--- src/rtl/spi_pkg.sv ---
// Shared SPI framing constants, FSM encoding and command-bit helper.
// Used by both the ADC reader and the DAC writer.
package spi_pkg;

   localparam int FRAME_BITS      = 16;
   localparam int CMD_BITS        = 4;
   localparam int DATA_FIRST_EDGE = 7;
   localparam int ADC_W           = 10;

   typedef enum logic [1:0] {
      S_IDLE,
      S_SETUP,
      S_SHIFT,
      S_GAP
   } spi_state_e;

   // MCP3002 command, MSB first: start, SGL/DIFF, ODD/SIGN, MSBF; zero afterwards.
   function automatic logic cmd_bit(input logic [4:0] edge_no, input logic sgl, input logic odd);
      logic b;
      case (edge_no)
         5'd1:    b = 1'b1;
         5'd2:    b = sgl;
         5'd3:    b = odd;
         5'd4:    b = 1'b1;
         default: b = 1'b0;
      endcase
      return b;
   endfunction

endpackage

--- src/rtl/spi_half_tick.sv ---
// CLK_DIV prescaler: one-cycle pulse at the end of every SCK half-period.
// clr holds the count at zero so each frame starts on a fresh half-period.
module spi_half_tick #(
   parameter int CLK_DIV = 25
) (
   input  logic clk_i,
   input  logic rst_ni,
   input  logic en_i,
   input  logic clr_i,
   output logic tick_o
);

   logic [7:0] cnt_q, cnt_d;
   logic       term;

   assign term   = (cnt_q == 8'(CLK_DIV - 1));
   assign tick_o = en_i && !clr_i && term;

   always_comb begin
      cnt_d = cnt_q;
      if (clr_i) begin
         cnt_d = '0;
      end else if (en_i) begin
         cnt_d = term ? 8'd0 : cnt_q + 8'd1;
      end
   end

   always_ff @(posedge clk_i or negedge rst_ni) begin
      if (!rst_ni) cnt_q <= '0;
      else         cnt_q <= cnt_d;
   end

endmodule

--- src/rtl/spi2adc.sv ---
// SPI initiator reading one 10-bit MCP3002 conversion per accepted start pulse.
// SCK, CS and SDI come straight from flops; SDO is captured on SCK rising edges.
module spi2adc
   import spi_pkg::*;
#(
   parameter int   CLK_DIV = 25,
   parameter logic SGL     = 1'b1
) (
   input  logic             sysclk,
   input  logic             rst_n,
   input  logic             start,
   input  logic             channel,
   input  logic             ADC_SDO,
   output logic             ADC_CS,
   output logic             ADC_SCK,
   output logic             ADC_SDI,
   output logic [ADC_W-1:0] data_out,
   output logic             data_valid,
   output logic             busy
);

   localparam logic [4:0] H_LAST = 5'(2 * FRAME_BITS - 1);

   spi_state_e       state_q, state_d;
   logic [4:0]       h_q, h_d;
   logic             ch_q, ch_d;
   logic [ADC_W-1:0] sh_q, sh_d;
   logic             sck_q, sck_d;
   logic             cs_q, cs_d;
   logic             sdi_q, sdi_d;
   logic [ADC_W-1:0] dout_q, dout_d;
   logic             dv_q, dv_d;
   logic             tick;
   logic [4:0]       edge_nxt;

   spi_half_tick #(.CLK_DIV(CLK_DIV)) u_tick (
      .clk_i  (sysclk),
      .rst_ni (rst_n),
      .en_i   (state_q != S_IDLE),
      .clr_i  (state_q == S_IDLE),
      .tick_o (tick)
   );

   // Number of the next rising edge, valid in both the high and low half of period h/2.
   assign edge_nxt = {1'b0, h_q[4:1]} + 5'd2;

   always_comb begin
      state_d = state_q;
      h_d     = h_q;
      ch_d    = ch_q;
      sh_d    = sh_q;
      sck_d   = sck_q;
      cs_d    = cs_q;
      sdi_d   = sdi_q;
      dout_d  = dout_q;
      dv_d    = 1'b0;
      unique case (state_q)
         S_IDLE: begin
            if (start) begin
               state_d = S_SETUP;
               ch_d    = channel;
               cs_d    = 1'b0;
               sdi_d   = cmd_bit(5'd1, SGL, channel);
               h_d     = '0;
               sh_d    = '0;
            end
         end
         S_SETUP: begin
            if (tick) begin
               state_d = S_SHIFT;
               sck_d   = 1'b1;
            end
         end
         S_SHIFT: begin
            if (tick) begin
               if (h_q == H_LAST) begin
                  state_d = S_GAP;
                  cs_d    = 1'b1;
                  sdi_d   = 1'b0;
                  dout_d  = sh_q;
                  dv_d    = 1'b1;
               end else begin
                  h_d   = h_q + 5'd1;
                  sck_d = ~sck_q;
                  // Falling edge updates MOSI; rising edge captures MISO once data bits start.
                  if (sck_q) begin
                     sdi_d = cmd_bit(edge_nxt, SGL, ch_q);
                  end else if (edge_nxt >= 5'(DATA_FIRST_EDGE)) begin
                     sh_d = {sh_q[ADC_W-2:0], ADC_SDO};
                  end
               end
            end
         end
         S_GAP: begin
            if (tick) state_d = S_IDLE;
         end
         default: state_d = S_IDLE;
      endcase
   end

   always_ff @(posedge sysclk or negedge rst_n) begin
      if (!rst_n) begin
         state_q <= S_IDLE;
         h_q     <= '0;
         ch_q    <= 1'b0;
         sh_q    <= '0;
         sck_q   <= 1'b0;
         cs_q    <= 1'b1;
         sdi_q   <= 1'b0;
         dout_q  <= '0;
         dv_q    <= 1'b0;
      end else begin
         state_q <= state_d;
         h_q     <= h_d;
         ch_q    <= ch_d;
         sh_q    <= sh_d;
         sck_q   <= sck_d;
         cs_q    <= cs_d;
         sdi_q   <= sdi_d;
         dout_q  <= dout_d;
         dv_q    <= dv_d;
      end
   end

   assign ADC_CS     = cs_q;
   assign ADC_SCK    = sck_q;
   assign ADC_SDI    = sdi_q;
   assign data_out   = dout_q;
   assign data_valid = dv_q;
   assign busy       = (state_q != S_IDLE);

endmodule

--- config.mk ---
export PLATFORM = sky130hd
export DESIGN_NAME = spi2adc
export DESIGN_NICKNAME = d
export VERILOG_FILES = /design/src/rtl/spi_pkg.sv /design/src/rtl/spi_half_tick.sv /design/src/rtl/spi2adc.sv
export SDC_FILE = /design/constraint.sdc
export NUM_CORES = 1
export LEC_CHECK = 0
export CAP_MARGIN = 0
export CELL_PAD_IN_SITES_DETAIL_PLACEMENT = 1
export CELL_PAD_IN_SITES_GLOBAL_PLACEMENT = 2
export CORE_ASPECT_RATIO = 2
export CORE_MARGIN = 5
export CORE_UTILIZATION = 34
export DETAILED_ROUTE_END_ITERATION = 10
export GPL_TIMING_DRIVEN = 0
export MAX_ROUTING_LAYER = met4
export PLACE_DENSITY = 0.77
export SLEW_MARGIN = 20
export SYNTH_ARGS = -nofsm -noshare
export SYNTH_HDL_FRONTEND = slang
export SYNTH_HIERARCHICAL = 1
export SYNTH_SLANG_ARGS = --single-unit
--- constraint.sdc ---
create_clock -name sysclk -period 2.1 [get_ports sysclk]
set_input_delay 0.42 -clock sysclk [delete_from_list [all_inputs] [get_ports sysclk]]
set_output_delay 0.42 -clock sysclk [all_outputs]
set_load 0.005 [all_outputs]
==> Word-level counts from Yosys, hierarchy flattened <==
Cells that the tools add are included.
{ "totals": {"register_bits": 40, "inputBits": 5, "out_inout_bits": 15, "elab_cells": 86} }
{ "classes": {"add_sub_neg": 3, "n_lt_le_gt_ge": 1, "eq_ne": 18, "muxes": 36, "bitwise_logic": 1, "reduce_logical": 17} }
{ "ops": {"columns": ["operator", "n"], "rows": [
  ["2-to-1 mux 10 bit", 5],
  ["2-to-1 mux 8 bit", 3],
  ["one-hot mux 10 bit (2 select lines)", 1],
  ["inequality test 2 bit, second input constant", 8],
  ["AND reduction 4 bit", 4],
  ["2-to-1 mux 5 bit", 3],
  ["2-to-1 mux 1 bit", 13],
  ["== test 5 x 2 -> 1 bit, second input constant", 2],
  ["2-to-1 mux 2 bit", 5],
  ["one-hot mux 5 bit (2 select lines)", 1],
  ["adder 8 x 1 -> 8 bit, second input constant", 1],
  ["== test 8 x 5 -> 1 bit, second input constant", 1],
  ["one-hot mux 1 bit (2 select lines)", 4],
  ["one-hot mux 2 bit (4 select lines)", 1],
  ["nonzero test 2 bit", 4],
  ["AND reduction 6 bit", 1],
  ["adder 4 x 2 -> 5 bit, second input constant", 1],
  ["adder 5 x 1 -> 5 bit, second input constant", 1],
  ["== test 5 x 1 -> 1 bit, second input constant", 1],
  ["== test 5 x 3 -> 1 bit, second input constant", 1],
  ["== test 5 bit, second input constant", 1],
  ["greater-or-equal comparator 5 x 3 -> 1 bit, second input constant", 1],
  ["AND reduction 5 bit", 1],
  ["== test 2 bit, second input constant", 2],
  ["9 further kinds", 10]
]} }

==> Longest topological paths before layout <==
Gate-level depths: netlist of the first run.
{ "depth": {"depth_word": 8, "mapped_depth": 10, "depth_no_buf": 9} }

==> Cells and area by module <==
Netlist of the first run, hierarchy kept.
{ "by_module_without_submodules": {"columns": ["module", "n_inst", "cells_each", "area_per_inst_um2", "seq_area_each_um2"], "rows": [
  ["spi2adc", 1, 159, 1700.4, 802.0],
  ["spi_half_tick", 1, 47, 481.7, 200.2]
]} }

==> Least setup slack after synthesis of the first run <==
No wires, ideal clock.
{ "synth_path": {"path_kind": "flip-flop to flip-flop", "start": "register state_q[0]", "end": "register sh_q[0]", "setup_time_ps": 80, "arrival_time_ps": 2165, "t_required_ps": 2020, "slack_ps": -145, "stages_incl_launch_ff": 11, "path_cell_list": "dfrtp_1 > inv_1 > ha_1 > inv_1 > nand2b_1 > nor2_1 > or3b_1 > a21o_1 > a21o_1 > buf_6 > o211ai_2"} }
{ "synth_between": {"elab_cells_between_ends": 14} }
{ "synth_lines": {"columns": ["item", "line", "text"], "rows": [
  ["start: declaration", "spi2adc.sv:24", "spi_state_e state_q, state_d;"],
  ["start signal: assignment", "spi2adc.sv:113", "state_q <= state_d;"],
  ["nonzero test 2 bit", null, null],
  ["via busy", "spi2adc.sv:19", "output logic busy"],
  ["logical AND 1 bit (2 in series)", "spi_half_tick.sv:17", "assign tick_o = en_i && !clr_i && term;"],
  ["via tick", "spi2adc.sv:33", "logic tick;"],
  ["inequality test 2 bit (no line)", null, null],
  ["AND reduction 6 bit (no line)", null, null],
  ["end signal: assignment", "spi2adc.sv:106", "sh_q <= '0;"],
  ["end signal: assignment", "spi2adc.sv:116", "sh_q <= sh_d;"],
  ["end: declaration", "spi2adc.sv:27", "logic [ADC_W-1:0] sh_q, sh_d;"]
]} }
The timed path passes the listed nets, and every way through them passes these cells.
A chain may end at the register's enable or synchronous reset.

==> Final worst setup path of the first run <==
{ "layout_path": {"start": "register u_tick.cnt_q[0]", "end": "register sh_q[4]"} }
{ "layout_between": {"elab_chain_len": 4} }
{ "layout_lines": {"columns": ["item", "line", "text"], "rows": [
  ["start: declaration", "spi_half_tick.sv:13", "logic [7:0] cnt_q, cnt_d;"],
  ["start signal: assignment", "spi_half_tick.sv:30", "else cnt_q <= cnt_d;"],
  ["== test 8 x 5 -> 1 bit", "spi_half_tick.sv:16", "assign term = (cnt_q == 8'(CLK_DIV - 1));"],
  ["logical AND 1 bit", "spi_half_tick.sv:17", null],
  ["via tick", "spi2adc.sv:33", null],
  ["inequality test 2 bit (no line)", null, null],
  ["AND reduction 6 bit (no line)", null, null]
]} }
The timed path passes the listed nets, and every way through them passes these cells.

==> impl_metrics.tcl, run 1 <==
set metrics [dict create \
    status "complete, no violations" \
    num_rows 41 \
    remaining_drc_errors 0 \
    max-slew-margin-rel 0.621 \
    vias_per_cell 5.18 \
    clkPwrFrac 0.267 \
    worstMarginPinSlew_ns 0.553 \
    synth_cells 206 \
    worstSetupPathType "flop to flop" \
    switching_share 0.362 \
    clkLatencyLatePin_ns 0.29 \
    gr-total-overflow 0 \
    grt_pass1_vias 1863 \
    synth_area_sq_um 2180 \
    critPathArrivalTime_ns 2.30 \
    yosys_warnings 6 \
    io-pin-count 20 \
    grt_usage 0.157 \
    seqPwrFrac 0.337 \
    synth.distinct_cells 42 \
    skew_ns 0.00358 \
    final-hold-violation-count 0 \
    cp-start-kind "flop" \
    drtIter0Drc 44 \
    area_delta_synth_final_pct 29.5 \
    clock_sinks 40 \
    core_sq_um 6310 \
    clockRootBuffer "clkbuf_16" \
    final_core_util 0.448 \
    grt_max_degree 22 \
    min_path_type "input port to async pin" \
    clock_path_buffers 2 \
    routed_wl_mm 5.59 \
    fmax_ghz 0.477 \
    min_period_ns 2.10 \
    wire_per_inst_um 16.8 \
    grt_pass1_wl_mm 9.29 \
    p_int_mw 1.86 \
    path_max_fanout 5 \
    fp.dieH_um 123 \
    gp_congestion 0.712 \
    ff2ff_path_depth 10 \
    postPlaceCellArea_sq_um 2510 \
    die_area_sq_um 8220 \
    p_comb_frac 0.395 \
    synth-seq-cells 40 \
    power.density_nw_per_um2 1030 \
    fin_crit_sh 0.999 \
    switchingPower_mw 1.06 \
    dpl.hpwl_mm 3.96 \
    tritoncts "built" \
    vdd_drop_max_v 0.000588 \
    avgSynthCellArea_sq_um 10.6 \
    grt_setup_unrepaired "yes" \
    drtPass1Iterations 4 \
    syn_nets 221 \
    n_antenna_cell 0 \
    ctsHoldBuffers 0 \
    nets 260 \
    required_ns 2.31 \
    vias 1720 \
    htree_levels 2 \
    postRouteAntennaNets 0 \
    setup_viol 0 \
    clk_pin_slew_ns 0.06 \
    slew_violations 0 \
    power.leakage_nw 1.24 \
    maxCapViolCount 0 \
    seq_area_frac_synth 0.459 \
    tns_ns 0 \
    antenna_found_initial 0 \
    drive_above_1_share 0.305 \
    p_total_mw 2.92 \
    start_util 0.346 \
    io_buffers 19 \
    final_cell_area_sq_um 2830 \
    die_x_um 66.6 \
    cp-end-kind "flop" \
    cts_buffers 5 \
]
==> what timing repair did <==
action | CTS | global route
gates resized for setup | 10 | 13
buffers inserted | 10 | 1
setup endpoints to repair | 16 | 25
pin swaps | 12 | 0
cloned | 1 | 0
hold endpoints to repair | 0 | 0
==> power groups by stage <==
stage	combinational (mW)	clock (mW)	sequential, mW
finish	1.15	0.779	0.984
global route	1.29	0.832	1.00
CTS	1.11	0.810	0.978
detailed placement	0.992	0	1.01
global placement	0.966	0	1.01
floorplan	0.708	0	0.975
==> cells in the final DEF, fill, tap and decap left out, drive strengths merged, types with 4 or more instances in the layout <==
cell type      instances
a21oi                  7
mux2                  14
dfrtp                 39
ha                    10
clkbuf                12
inv                   11
nand3                  4
o21ai                  7
a21o                   5
buf                   20
nand2                 28
nand4                 10
nor2                   9
o211ai                11
clkdlybuf4s50         18
a22o                  11
==> synth_stat cells (all sizes together) <==
cell type	n	area, sq um
a211oi	1	7.51
a21o	5	38.8
a21oi	7	38.8
a221o	2	20.0
a22o	11	101
a31o	1	8.76
a31oi	3	18.8
and2	3	18.8
and3	1	7.51
and4	1	10.0
and4bb	1	12.5
buf	5	36.3
clkbuf	5	18.8
dfrtp	39	976
dfstp	1	26.3
ha	10	125
inv	11	41.3
mux2	14	158
mux2i	2	20.0
nand2	28	105
nand2b	3	18.8
nand3	4	20.0
nand4	10	62.6
nor2	9	33.8
nor2b	1	6.26
nor3	1	5.00
nor3b	1	12.5
o211ai	11	133
o21a	1	7.51
o21ai	7	35.0
o32a	1	10.0
o32ai	1	8.76
or2	1	6.26
or2b	1	7.51
or3b	1	8.76
xnor2	2	17.5
==> layout make-up <==
| class | instances | area, sq um |
|---|---|---|
| Buffer | 10 | 57.6 |
| Sequential cell | 40 | 1000 |
| Tap cell | 86 | 108 |
| Timing Repair Buffer | 32 | 307 |
| Fill cell | 709 | 3480 |
| Clock buffer | 8 | 146 |
| Multi-Input combinational cell | 145 | 1160 |
| Inverter | 11 | 43.8 |
==> final timing paths <==
path,start,endpoint,slack [ns]
worst max-delay path,u_tick/cnt_q[0],sh_q[4],0.003
worst min-delay path,rst_n,u_tick/cnt_q[3],0.11
worst max register to register,u_tick/cnt_q[0],sh_q[4],0.003
worst min register to register,data_out[1],data_out[1],0.51
max in group asynchronous,rst_n,ADC_CS,1.43
min in group sysclk,data_out[1],data_out[1],0.51
==> logic make-up after synthesis <==
kind of cell | after synthesis | synth area share
simple gates | 66 | 0.154
compound gates | 51 | 0.196
flops | 40 | 0.459
buf+inv | 21 | 0.0442
mux | 16 | 0.0814
fa+ha+maj | 10 | 0.0573
xor+xnor | 2 | 0.00803
==> critical path, stage by stage, from the launching register on <==
cell and delay, ns:
dfrtp_1 0.39, inv_2 0.08, ha_4 0.13, and4bb_2 0.24
nand2_2 0.07, nor2_4 0.09, or3b_1 0.36, a21o_1 0.19
a21o_1 0.20, buf_6 0.15, o211ai_2 0.13
==> flip-flops by register name, indices dropped and copies added, names as in the netlist <==
register	cells
ch_q	1
data_valid	1
state_q	2
ADC_CS	1
ADC_SCK	1
sh_q	10
u_tick/cnt_q	8
h_q	5
data_out	10
ADC_SDI	1
==> metal layers <==
metal,global-route usage,wire (um),part of all wire
met2,0.280,3190,0.57
met1,0.155,2140,0.38
met3,0.0309,124,0.022
met5,-,0,0
met4,0.0814,136,0.024
==> through the flow <==
stage / cells / setup slack (ns) / hold slack (ns)
3_3_place_gp: 311 / -0.570 / 0.490
5_1_grt: 332 / -0.102 / 0.154
4_1_cts: 331 / -0.0324 / 0.122
3_5_place_dp: 312 / -0.304 / 0.431
2_1_floorplan: 206 / 0.00911 / 0.124
6_report: 332 / 0.00275 / 0.108
Note: power is estimated with default switching activity, not from simulation.
==> run 2, diff against run 1 <==
Settings changed: CORE_MARGIN 5 to not set.
==> impl_metrics.tcl, run 2 (synthesis results as in run 1) <==
set metrics [dict create \
    r2r-end "sh_q[5]" \
    gr-total-overflow 0 \
    switchingPower_mw 1.05 \
    cp_cell_sequence "inv_1, ha_2, and4bb_2, nand2_2, nor2_4, or3b_1, a21o_1, a21o_1, buf_6, o211ai_2" \
    vias_per_cell 5.21 \
    drtIter0Drc 54 \
    worstMarginPinSlew_ns 0.650 \
    vdd_drop_max_v 0.000511 \
    slowest_stage "dfrtp_1" \
    placed_cells 312 \
    clockRootBuffer "clkbuf_16" \
    nets 258 \
    cpPeakStageDelay_ns 0.38 \
    grt_pass1_vias 1726 \
    rrSetupSlack_ns -0.09 \
    cp-start-kind "flop" \
    grt_max_degree 26 \
    vias 1719 \
    min_period_ns 2.19 \
    num_rows 41 \
    clk_pin_slew_ns 0.06 \
    clock_sinks 40 \
    critPathArrivalTime_ns 2.40 \
    path_max_fanout 5 \
    cp-end-kind "flop" \
    fp.dieH_um 115 \
    htree_levels 2 \
    grt_setup_unrepaired "yes" \
    core_sq_um 6260 \
    power.leakage_nw 1.24 \
    cp.depth 10 \
    die_x_um 58.6 \
    cts_buffers 5 \
    worstSetupPathType "flop to flop" \
    status "finished, violations left" \
    io_buffers 19 \
    cp_common_cell "a21o_1" \
    n_antenna_cell 0 \
    r2r-start "u_tick/cnt_q[1]" \
    area_delta_synth_final_pct 27.8 \
    remaining_drc_errors 0 \
    clock_path_buffers 2 \
    clkPwrFrac 0.269 \
    maxCapViolCount 0 \
    gp_congestion 0.728 \
    postRouteAntennaNets 0 \
    fmax_ghz 0.457 \
    power.density_nw_per_um2 1040 \
    final_common_cell "dfrtp_1" \
    cp_top_family "simple AND/OR/NAND/NOR gates" \
    grt_usage 0.188 \
    die_area_sq_um 6760 \
    hold_slack_ns 0.159 \
    io-pin-count 20 \
    layout.cells.non_filler 330 \
    tns_ns -0.683 \
    worstSetupEndpoint "sh_q[5]" \
    final_cell_mix "dfrtp_1 (38), nand2_1 (27), clkdlybuf4s50_1 (18)" \
    dpl.hpwl_mm 4.01 \
    finalWorstSetupSlack_ns -0.0885 \
    final-hold-violation-count 0 \
    tritoncts "built" \
    ff2ff_path_depth 10 \
    required_ns 2.31 \
    min_path_type "input port to async pin" \
    slew_violations 0 \
    p_int_mw 1.84 \
    routed_wl_mm 5.61 \
    fin_crit_sh 1.04 \
    clkLatencyLatePin_ns 0.28 \
    antenna_found_initial 0 \
    switching_share 0.364 \
    final.fill_count 719 \
    skew_ns 0.00540 \
    seqPwrFrac 0.340 \
    ctsHoldBuffers 0 \
    p_comb_frac 0.392 \
    wire_per_inst_um 17.0 \
    setup_viol 11 \
    crit_start "u_tick/cnt_q[1]" \
    start_util 0.349 \
    max-slew-margin-rel 0.566 \
    drive_above_1_share 0.295 \
    grt_pass1_wl_mm 9.02 \
    crit_buf_inv 2 \
    drtPass1Iterations 4 \
    violations "negative setup slack" \
]
==> run 2: cell types whose count changed in the layout (fill, tap and decap cells not counted), moves of 2 or more <==
cell / before / now
buf_2: 4 / 2
buf_4: 11 / 9
clkbuf_4: 0 / 2
ha_2: 0 / 3
ha_4: 4 / 1
inv_1: 8 / 10
==> run 2: timing repair <==
action | in CTS | in global routing
setup buffers | 7 | 2
pin swaps | 13 | 1
resized for setup | 12 | 6
setup endpoints to repair | 16 | 25
gates cloned | 1 | 0
==> run 2: metrics by stage <==
step	area, sq um	power (mW)	utilization	worst slack, ns
6_report	2790	2.89	0.445	-0.0885
2_1_floorplan	2190	1.68	-	0.00911
5_1_grt	2790	3.09	0.445	-0.203
3_5_place_dp	2510	2.02	0.401	-0.337
4_1_cts	2760	2.92	0.440	-0.0771
3_3_place_gp	2480	1.97	0.397	-0.594
==> run 2: area by class of cell <==
cell class	instances	area (sq um)	area share
buffer	10	61.3	0.0220
clock buffer	8	146	0.0525
inverter	11	41.3	0.0148
multi-input combinational	145	1140	0.408
sequential	40	1000	0.360
tap	86	108	0.0386
timing repair buffer	30	292	0.105
==> run 2: per-layer routing <==
metal | share of wire | vias up | GRT usage
li1 | - | 815 | -
met1 | 0.38 | 883 | 0.195
met2 | 0.59 | 17 | 0.343
met3 | 0.019 | 4 | 0.0304
met4 | 0.014 | 0 | 0.0714
met5 | 0 | - | -
==> run 2: worst min path at each step <==
| stage | to | slack [ns] | cells past startpoint |
|---|---|---|---|
| detailed placement | u_tick/cnt_q[3] | 0.49 | 1 |
| global route | u_tick/cnt_q[4] | 0.21 | 1 |
| CTS | u_tick/cnt_q[3] | 0.18 | 1 |
| global placement | data_out[6] | 0.49 | 1 |
| finish | u_tick/cnt_q[2] | 0.16 | 1 |
| floorplan | ADC_SCK | 0.12 | 0 |
==> run 2: power by group through the flow <==
stage | registers, mW | logic [mW] | clock network [mW]
finish | 0.983 | 1.13 | 0.777
global route | 0.994 | 1.27 | 0.827
CTS | 0.979 | 1.14 | 0.804
detailed placement | 1.01 | 1.01 | 0
global placement | 1.01 | 0.964 | 0
floorplan | 0.975 | 0.708 | 0
==> run 3, diff against run 2 <==
Settings changed: GPL_TIMING_DRIVEN 0 to not set.
==> impl_metrics.tcl, run 3 (synthesis results as in run 1) <==
set metrics [dict create \
    max-slew-margin-rel 0.648 \
    finalWorstSetupSlack_ns 0.0372 \
    die_x_um 58.6 \
    io-pin-count 20 \
    power.density_nw_per_um2 1040 \
    tritoncts "built" \
    drtIter0Drc 38 \
    vdd_drop_max_v 0.000698 \
    fmax_ghz 0.485 \
    worstMarginPinSlew_ns 0.528 \
    vias_per_cell 5.13 \
    io_buffers 19 \
    final_cell_mix "dfrtp_1 (39), buf_4 (28), nand2_1 (27)" \
    final_cell_area_sq_um 2890 \
    num_rows 41 \
    place_ws_ns -0.00331 \
    final_core_util 0.462 \
    nets 269 \
    clockRootBuffer "clkbuf_16" \
    routed_wl_mm 5.53 \
    placed_cells 331 \
    postRouteAntennaNets 0 \
    start_util 0.349 \
    power.leakage_nw 1.33 \
    worstSetupPathType "flop to flop" \
    clock_sinks 40 \
    grt_usage 0.193 \
    area_delta_synth_final_pct 32.5 \
    layout.cells.non_filler 341 \
    drtPass1Iterations 4 \
    ff2ff_path_depth 10 \
    grt_max_degree 22 \
    slew_violations 0 \
    p_total_mw 2.99 \
    cp-end-kind "flop" \
    cp-start-kind "flop" \
    tns_ns 0 \
    antenna_found_initial 0 \
    maxCapViolCount 0 \
    remaining_drc_errors 0 \
    status "complete, no violations" \
    clk_pin_slew_ns 0.06 \
    met1_length_mm 2.09 \
    gp_congestion 0.813 \
    clkLatencyLatePin_ns 0.29 \
    final-hold-violation-count 0 \
    grt_pass1_wl_mm 9.36 \
    final_common_cell "dfrtp_1" \
    drive_above_1_share 0.333 \
    critPathArrivalTime_ns 2.28 \
    hold_slack_ns 0.105 \
    skew_ns 0.00282 \
    n_antenna_cell 0 \
    cts_buffers 5 \
    r2r-end "sh_q[7]" \
    clock_path_buffers 2 \
    wl_met3_um 104 \
    min_path_type "input port to async pin" \
    postPlaceCellArea_sq_um 2680 \
    grt_setup_unrepaired "yes" \
    wire_per_inst_um 16.2 \
    fp.dieH_um 115 \
    core_sq_um 6260 \
    vias 1748 \
    wl_met2_mm 3.16 \
    dpl.hpwl_mm 4.17 \
    worstSetupEndpoint "sh_q[7]" \
    die_area_sq_um 6760 \
    path_max_fanout 5 \
    rrSetupSlack_ns 0.04 \
    required_ns 2.31 \
    grt_pass1_vias 1921 \
    r2r-start "u_tick/cnt_q[0]" \
    crit_start "u_tick/cnt_q[0]" \
    htree_levels 2 \
    min_period_ns 2.06 \
    gr-total-overflow 0 \
    routed.top_layer "met4" \
    setup_viol 0 \
    fin_crit_sh 0.982 \
]
[run 3: worst max-delay path: stages, from the launching register on]
cell,delay [ns]
dfrtp_1,0.37
inv_1,0.06
ha_1,0.13
and4bb_2,0.25
nand2_2,0.05
nor2_2,0.12
or3b_1,0.36
a21o_1,0.18
a21o_1,0.18
buf_6,0.14
o211ai_2,0.14
[run 3: area by class of cell]
cell class                 count  area, sq um
clock buffer                   6          129
tap                           86          108
clock inverter                 2         35.0
sequential                    40         1000
fill                         717         3370
timing repair buffer          51          458
multi-input combinational    145         1120
inverter                      11         41.3
[run 3: repair_timing]
item                       CTS  global route
resized for setup            2             7
setup endpoints to repair   10            17
buffers inserted             1             1
hold buffers                 0             0
pin swaps                    1            12
[run 3: worst min path at each step]
stage,from,to,slack (ns),cells past startpoint
6_report,rst_n,u_tick/cnt_q[3],0.11,1
5_1_grt,rst_n,u_tick/cnt_q[3],0.15,1
4_1_cts,rst_n,u_tick/cnt_q[3],0.12,1
3_5_place_dp,rst_n,u_tick/cnt_q[3],0.43,1
3_3_place_gp,rst_n,u_tick/cnt_q[3],0.43,1
2_1_floorplan,rst_n,ADC_SCK,0.12,0
[run 3: where the power goes]
| group | leakage, nW | total [mW] | internal [mW] | switching, mW |
|---|---|---|---|---|
| Clock | 0.0808 | 0.871 | 0.559 | 0.312 |
| Sequential | 0.535 | 0.955 | 0.880 | 0.0744 |
| Combinational | 0.711 | 1.17 | 0.525 | 0.643 |
| Total | 1.33 | 2.99 | 1.96 | 1.03 |
[run 3: layer usage]
metal,global-route usage,up-vias
met2,0.348,23
li1,-,836
met1,0.195,878
met4,0.100,0
met5,-,-
met3,0.0304,11
